`config.mk`:
```
export PLATFORM = sky130hd
export DESIGN_NAME = speed_counter_ctrl
export DESIGN_NICKNAME = d
export VERILOG_FILES = /design/src/rtl/speed_counter_ctrl.sv
export SDC_FILE = /design/constraint.sdc
export NUM_CORES = 1
export LEC_CHECK = 0
export CORE_MARGIN = 2
export CORE_UTILIZATION = 58
export CTS_CLUSTER_DIAMETER = 40
export CTS_CLUSTER_SIZE = 28
export DETAILED_ROUTE_END_ITERATION = 8
export PLACE_DENSITY = 0.91
export SLEW_MARGIN = 25
export SYNTH_ARGS = -nofsm -noshare
export SYNTH_HDL_FRONTEND = slang
export SYNTH_SLANG_ARGS = --single-unit
export TNS_END_PERCENT = 20
```
`constraint.sdc`:
```
create_clock -name clk_100mhz -period 4.5 [get_ports clk_100mhz]
set_clock_uncertainty 0.1 [all_clocks]
set_input_delay 0.45 -clock clk_100mhz [delete_from_list [all_inputs] [get_ports clk_100mhz]]
set_output_delay 0.45 -clock clk_100mhz [all_outputs]
set_load 0.01 [all_outputs]
```
`src/rtl/speed_counter_ctrl.sv`:
```
// Switch-selected up/down counter on a single clock, paced by prescaler clock-enables.
// Optional build macro SPEED_RAMP_EN steps the mode one code at a time with a dwell per step.
module speed_counter_ctrl #(
  parameter int CNT_W        = 4,
  parameter int DIV_SLOW     = 20,
  parameter int DIV_MED      = 2,
  parameter int DIV_FAST     = 1,
  parameter int SYNC_STAGES  = 2,
  parameter int DEBOUNCE_CYC = 4,
  parameter int RAMP_CYC     = 100
) (
  input  logic             clk_100mhz,
  input  logic             rst,
  input  logic [1:0]       sw,
  input  logic             dir,
  input  logic             clr,
  output logic [CNT_W-1:0] led,
  output logic             tick,
  output logic [1:0]       mode
);

  localparam int DMAX = (DIV_SLOW > DIV_MED) ?
                        ((DIV_SLOW > DIV_FAST) ? DIV_SLOW : DIV_FAST) :
                        ((DIV_MED  > DIV_FAST) ? DIV_MED  : DIV_FAST);
  localparam int PW   = (DMAX > 1) ? $clog2(DMAX) : 1;
  localparam int SCW  = $clog2(DEBOUNCE_CYC + 1);

  localparam logic [PW-1:0] SLOW_M1 = PW'(DIV_SLOW - 1);
  localparam logic [PW-1:0] MED_M1  = PW'(DIV_MED - 1);
  localparam logic [PW-1:0] FAST_M1 = PW'(DIV_FAST - 1);

  // sw, dir and clr share one synchroniser chain: {clr, dir, sw[1:0]}
  logic [SYNC_STAGES-1:0][3:0] sync_q;
  logic [1:0]                  sw_sync;
  logic                        dir_sync, clr_sync;

  always_ff @(posedge clk_100mhz or negedge rst) begin
    if (!rst) sync_q <= '0;
    else      sync_q <= {sync_q[SYNC_STAGES-2:0], {clr, dir, sw}};
  end

  assign sw_sync  = sync_q[SYNC_STAGES-1][1:0];
  assign dir_sync = sync_q[SYNC_STAGES-1][2];
  assign clr_sync = sync_q[SYNC_STAGES-1][3];

  // Debounce: the reload cycle already counts as the first stable cycle
  logic [1:0]     cand, target;
  logic [SCW-1:0] stab_cnt;

  always_ff @(posedge clk_100mhz or negedge rst) begin
    if (!rst) begin
      cand     <= '0;
      stab_cnt <= '0;
      target   <= '0;
    end else if (sw_sync != cand) begin
      cand     <= sw_sync;
      stab_cnt <= SCW'(1);
      if (DEBOUNCE_CYC == 1) target <= sw_sync;
    end else if (stab_cnt < SCW'(DEBOUNCE_CYC)) begin
      stab_cnt <= stab_cnt + 1'b1;
      if (stab_cnt == SCW'(DEBOUNCE_CYC - 1)) target <= cand;
    end
  end

  logic [1:0] mode_nxt;

`ifdef SPEED_RAMP_EN
  localparam int RW = $clog2(RAMP_CYC + 1);

  typedef enum logic {HOLD, RAMP} state_t;
  state_t        state, state_nxt;
  logic [RW-1:0] ramp_cnt, ramp_nxt;

  function automatic logic [1:0] step_to(input logic [1:0] cur, input logic [1:0] tgt);
    return (tgt > cur) ? cur + 2'd1 : cur - 2'd1;
  endfunction

  always_ff @(posedge clk_100mhz or negedge rst) begin
    if (!rst) begin
      state    <= HOLD;
      ramp_cnt <= '0;
    end else begin
      state    <= state_nxt;
      ramp_cnt <= ramp_nxt;
    end
  end

  // A retarget mid-ramp keeps the dwell count; the next step heads to the new target
  always_comb begin
    state_nxt = state;
    mode_nxt  = mode;
    ramp_nxt  = ramp_cnt;
    case (state)
      HOLD: if (target != mode) begin
        mode_nxt  = step_to(mode, target);
        ramp_nxt  = '0;
        state_nxt = RAMP;
      end
      RAMP: if (mode == target) begin
        state_nxt = HOLD;
      end else if (ramp_cnt == RW'(RAMP_CYC - 1)) begin
        mode_nxt = step_to(mode, target);
        ramp_nxt = '0;
      end else begin
        ramp_nxt = ramp_cnt + 1'b1;
      end
      default: state_nxt = HOLD;
    endcase
  end
`else
  assign mode_nxt = target;
`endif

  always_ff @(posedge clk_100mhz or negedge rst) begin
    if (!rst) mode <= 2'b00;
    else      mode <= mode_nxt;
  end

  logic [PW-1:0] pre;
  logic          pre_hit;

  always_comb begin
    pre_hit = 1'b0;
    case (mode)
      2'b01:   pre_hit = (pre == SLOW_M1);
      2'b10:   pre_hit = (pre == MED_M1);
      2'b11:   pre_hit = (pre == FAST_M1);
      default: pre_hit = 1'b0;
    endcase
  end

  // Prescaler restarts on every mode change so the first tick lands DIV cycles later
  always_ff @(posedge clk_100mhz or negedge rst) begin
    if (!rst) begin
      pre  <= '0;
      led  <= '0;
      tick <= 1'b0;
    end else begin
      if (mode_nxt != mode || mode == 2'b00) pre <= '0;
      else if (pre_hit)                      pre <= '0;
      else                                   pre <= pre + 1'b1;

      if (clr_sync) begin
        led  <= '0;
        tick <= 1'b0;
      end else if (pre_hit) begin
        led  <= dir_sync ? led + CNT_W'(1) : led - CNT_W'(1);
        tick <= 1'b1;
      end else begin
        tick <= 1'b0;
      end
    end
  end

endmodule

```
==> out/results.ini <==
[power]
vdd.ir_drop.worst_mv = 0.3404
final_total_pwr_w = 0.0006656
power.density_cell_area_mw_per_mm2 = 491.6
power_leakage_nw = 0.6061

[clock_network]
cts_tree = done
worst_path_clk_slew_ps = 130
clk_latency_ps = 310
cts_hold_buf = 0
cts_post_setup_buffers_inserted = 0
post_cts_resized = 0
cts_buffer_depth = 2
htreeDepth = 1
cts_inserted_buffers = 3
clk_root_buffer_cell = sky130_fd_sc_hd__clkbuf_4
tritoncts_num_sinks = 27

[critical_path]
timing.setup.critical_path_class = flop to flop
timing.critical_path.to = pre[4]
crit_cells = 7
buffering_stage_count_on_the_worst_path_with_inverters_included = 1
max_stage_delay_ps = 570
timing.critical_path.required_ps = 4650
critPathSlowestCell = sky130_fd_sc_hd__or4_4
critPathLaunch = mode[0]
timing.critical_path.from_type = flop
setup.worst_path.end_class = flop
crit_arrival_ps = 2180
r2r_cell_count = 7
worstPathCellList = inv_1 > ha_1 > nor2b_1 > o211ai_2 > a221oi_4 > or4_4 > nor2_1
crit-reg2reg-capture = pre[4]
path_delay_family = simple AND/OR/NAND/NOR gates
regToRegSetupSlack_ps = 2460
path_max_fanout = 8
timing.rr.start = mode[0]

[synth]
mux_contribution_to_synthesized_area = 0.03586
synth-simple-area-share = 0.1013
synth.cells.most_frequent = sky130_fd_sc_hd__dfrtp_1, sky130_fd_sc_hd__nor2_1, sky130_fd_sc_hd__ha_1, sky130_fd_sc_hd__inv_1, sky130_fd_sc_hd__xnor2_1
synth.top_cell.area_share = 0.5696
warnings_from_yosys = 0
complex_gate_fraction_of_the_synthesized_area = 0.06540
synth_xor_xnor_area_share = 0.08122
synth_top_family_by_area = adder cells
synth_edf_count = 0
mappedNetlistNets = 110
synthCells = 94
synth_area_per_cell_um2 = 12.62
ys_seq_elements = 27
post_synth_fa_ha_maj_area_fraction = 0.1118
primary_ff_master_synth = sky130_fd_sc_hd__dfrtp_1
post_synth_instance_area_mm2 = 0.001186
share_of_the_yosys_chip_area_belonging_to_registers = 0.5696
synth.most_common_cell = sky130_fd_sc_hd__dfrtp_1
synth_async_sr_flop_share = 1.000
yosys_top_cell_by_area = sky130_fd_sc_hd__dfrtp_1
synth_top_cells_by_area = sky130_fd_sc_hd__dfrtp_1, sky130_fd_sc_hd__ha_1, sky130_fd_sc_hd__xnor2_1
ys_types = 24

[layout]
nNetsFinal = 125
flow.area_growth_from_synthesis_pct = 14.14
antenna_cells_inserted = 0
post_layout_nonfiller_instances = 135
proportion_of_layout_cells_with_a_drive_suffix_above_1 = 0.09259
final_core_util = 0.6972

[routing]
drt-pass1-iter-count = 3
drt-total-wl_um = 1599
post_drt_wl_per_cell_um = 11.84
routed-via-count = 678
drc = 0
ant_nets = 0
via_to_cell_ratio = 5.022
drt_first_iter_violations = 3

[global_routing]
grt_first_pass_wirelength_um = 2918
grt_max_degree = 28
grtUsageTotal = 0.1589
globalRoute.totalOverflow = 0
antenna_found_initial = 0
number_of_global_route_vias_before_repair = 693

[floorplan]
design.die.area_mm2 = 0.002423
initial_core_util = 0.6108
die_h_um = 49.22
core_region_area_mm2 = 0.001942
floorplan.rows = 16
io-pin-count = 13
die-width_um = 49.22

[sta]
finalSetupTns_ps = 0
worst-slew-pin-transition_ps = 541.5
achievable-frequency_mhz = 491.1
finalHoldViolCount = 0
finalHoldWorstSlack_ps = 5.799
period_needed_ps = 2036
remaining_max_slew_budget_at_the_tightest_pin = 0.6390
setup_violations = 0
layout_worst_path_cycle_share = 0.4525
rsz_0062_raised_after_global_routing = no
slew_viol_final = 0

[placed_design]
gp_routability_congestion = 0.7900
numPlacedInstances = 131
port-buffer-count = 12
dp_hpwl_um = 1283

[run]
max_cap_violations = 0

[outcome]
outcome = complete, no violations

[hold_path]
hold_class = input port to async pin

## cell families (layout without fill, tap and decap cells)
family          Yosys count  in the layout
buf+inv                  11             25
flops                    27             27
fa+ha+maj                10             10
simple gates             23             23
mux                       4              4
compound gates            8              8
xor+xnor                 11             11
## cell type report
class                      instances  area [um2]
tap                               27       33.78
sequential                        27       675.6
multi-input combinational         56       469.2
timing repair buffer              12       115.1
inverter                           9       33.78
clock buffer                       4       26.28
fill                             140       588.1
## routing by layer
| layer | GRT usage | wire length, um |
|---|---|---|
| met1 | 0.1870 | 711 |
| met5 | 0 | 0 |
| met4 | 0.05714 | 12 |
| met2 | 0.2950 | 838 |
| met3 | 0.01840 | 36 |
## worst register-to-register path: cells and delay by family, from the launching register on
family                     cells  cell delay [ps]
and+or+nand+nor                3              840
DFF                            1              430
AOI/OAI and AO/OA              2              310
adders and majority gates      1              210
buffers and inverters          1               90
## registers in the layout, summed over array words and instances (netlist names)
signal    cells
clr_sync      1
led           4
stab_cnt      3
mode          2
pre           5
dir_sync      1
sw_sync       2
tick          1
sync_q        4
cand          2
mode_nxt      2
## metrics by stage
step	worst slack [ps]	instance area, um2
2_1_floorplan	2573	1186
3_3_place_gp	2544	1333
3_5_place_dp	2440	1328
4_1_cts	2436	1354
5_1_grt	2335	1354
6_report	2464	1354
## worst min-delay path by stage
stage	startpoint	endpoint	slack [ps]	depth (start not counted)
6_report	rst	stab_cnt[1]	6	1
5_1_grt	rst	clr_sync	50	1
4_1_cts	rst	led[0]	20	1
3_5_place_dp	sync_q[0]	sw_sync[0]	240	0
3_3_place_gp	sync_q[3]	clr_sync	240	0
2_1_floorplan	rst	cand[0]	50	0
## cell usage in the layout (no fill, tap or decap), drive strengths merged, types with 2 or more instances in the layout
cell type	n
xnor2	6
nand2	3
nor2b	2
xor2	5
clkdlybuf4s50	11
mux2i	2
nand3	3
dfrtp	27
ha	9
mux2	2
nor2	10
a21oi	3
inv	9
clkbuf	4
## power by group
group,internal [W],switching (W)
clock,0.0000346,0.0000621
combinational,0.000128,0.000112
sequential,0.000284,0.0000440
Power figures use the tool's default switching activity.
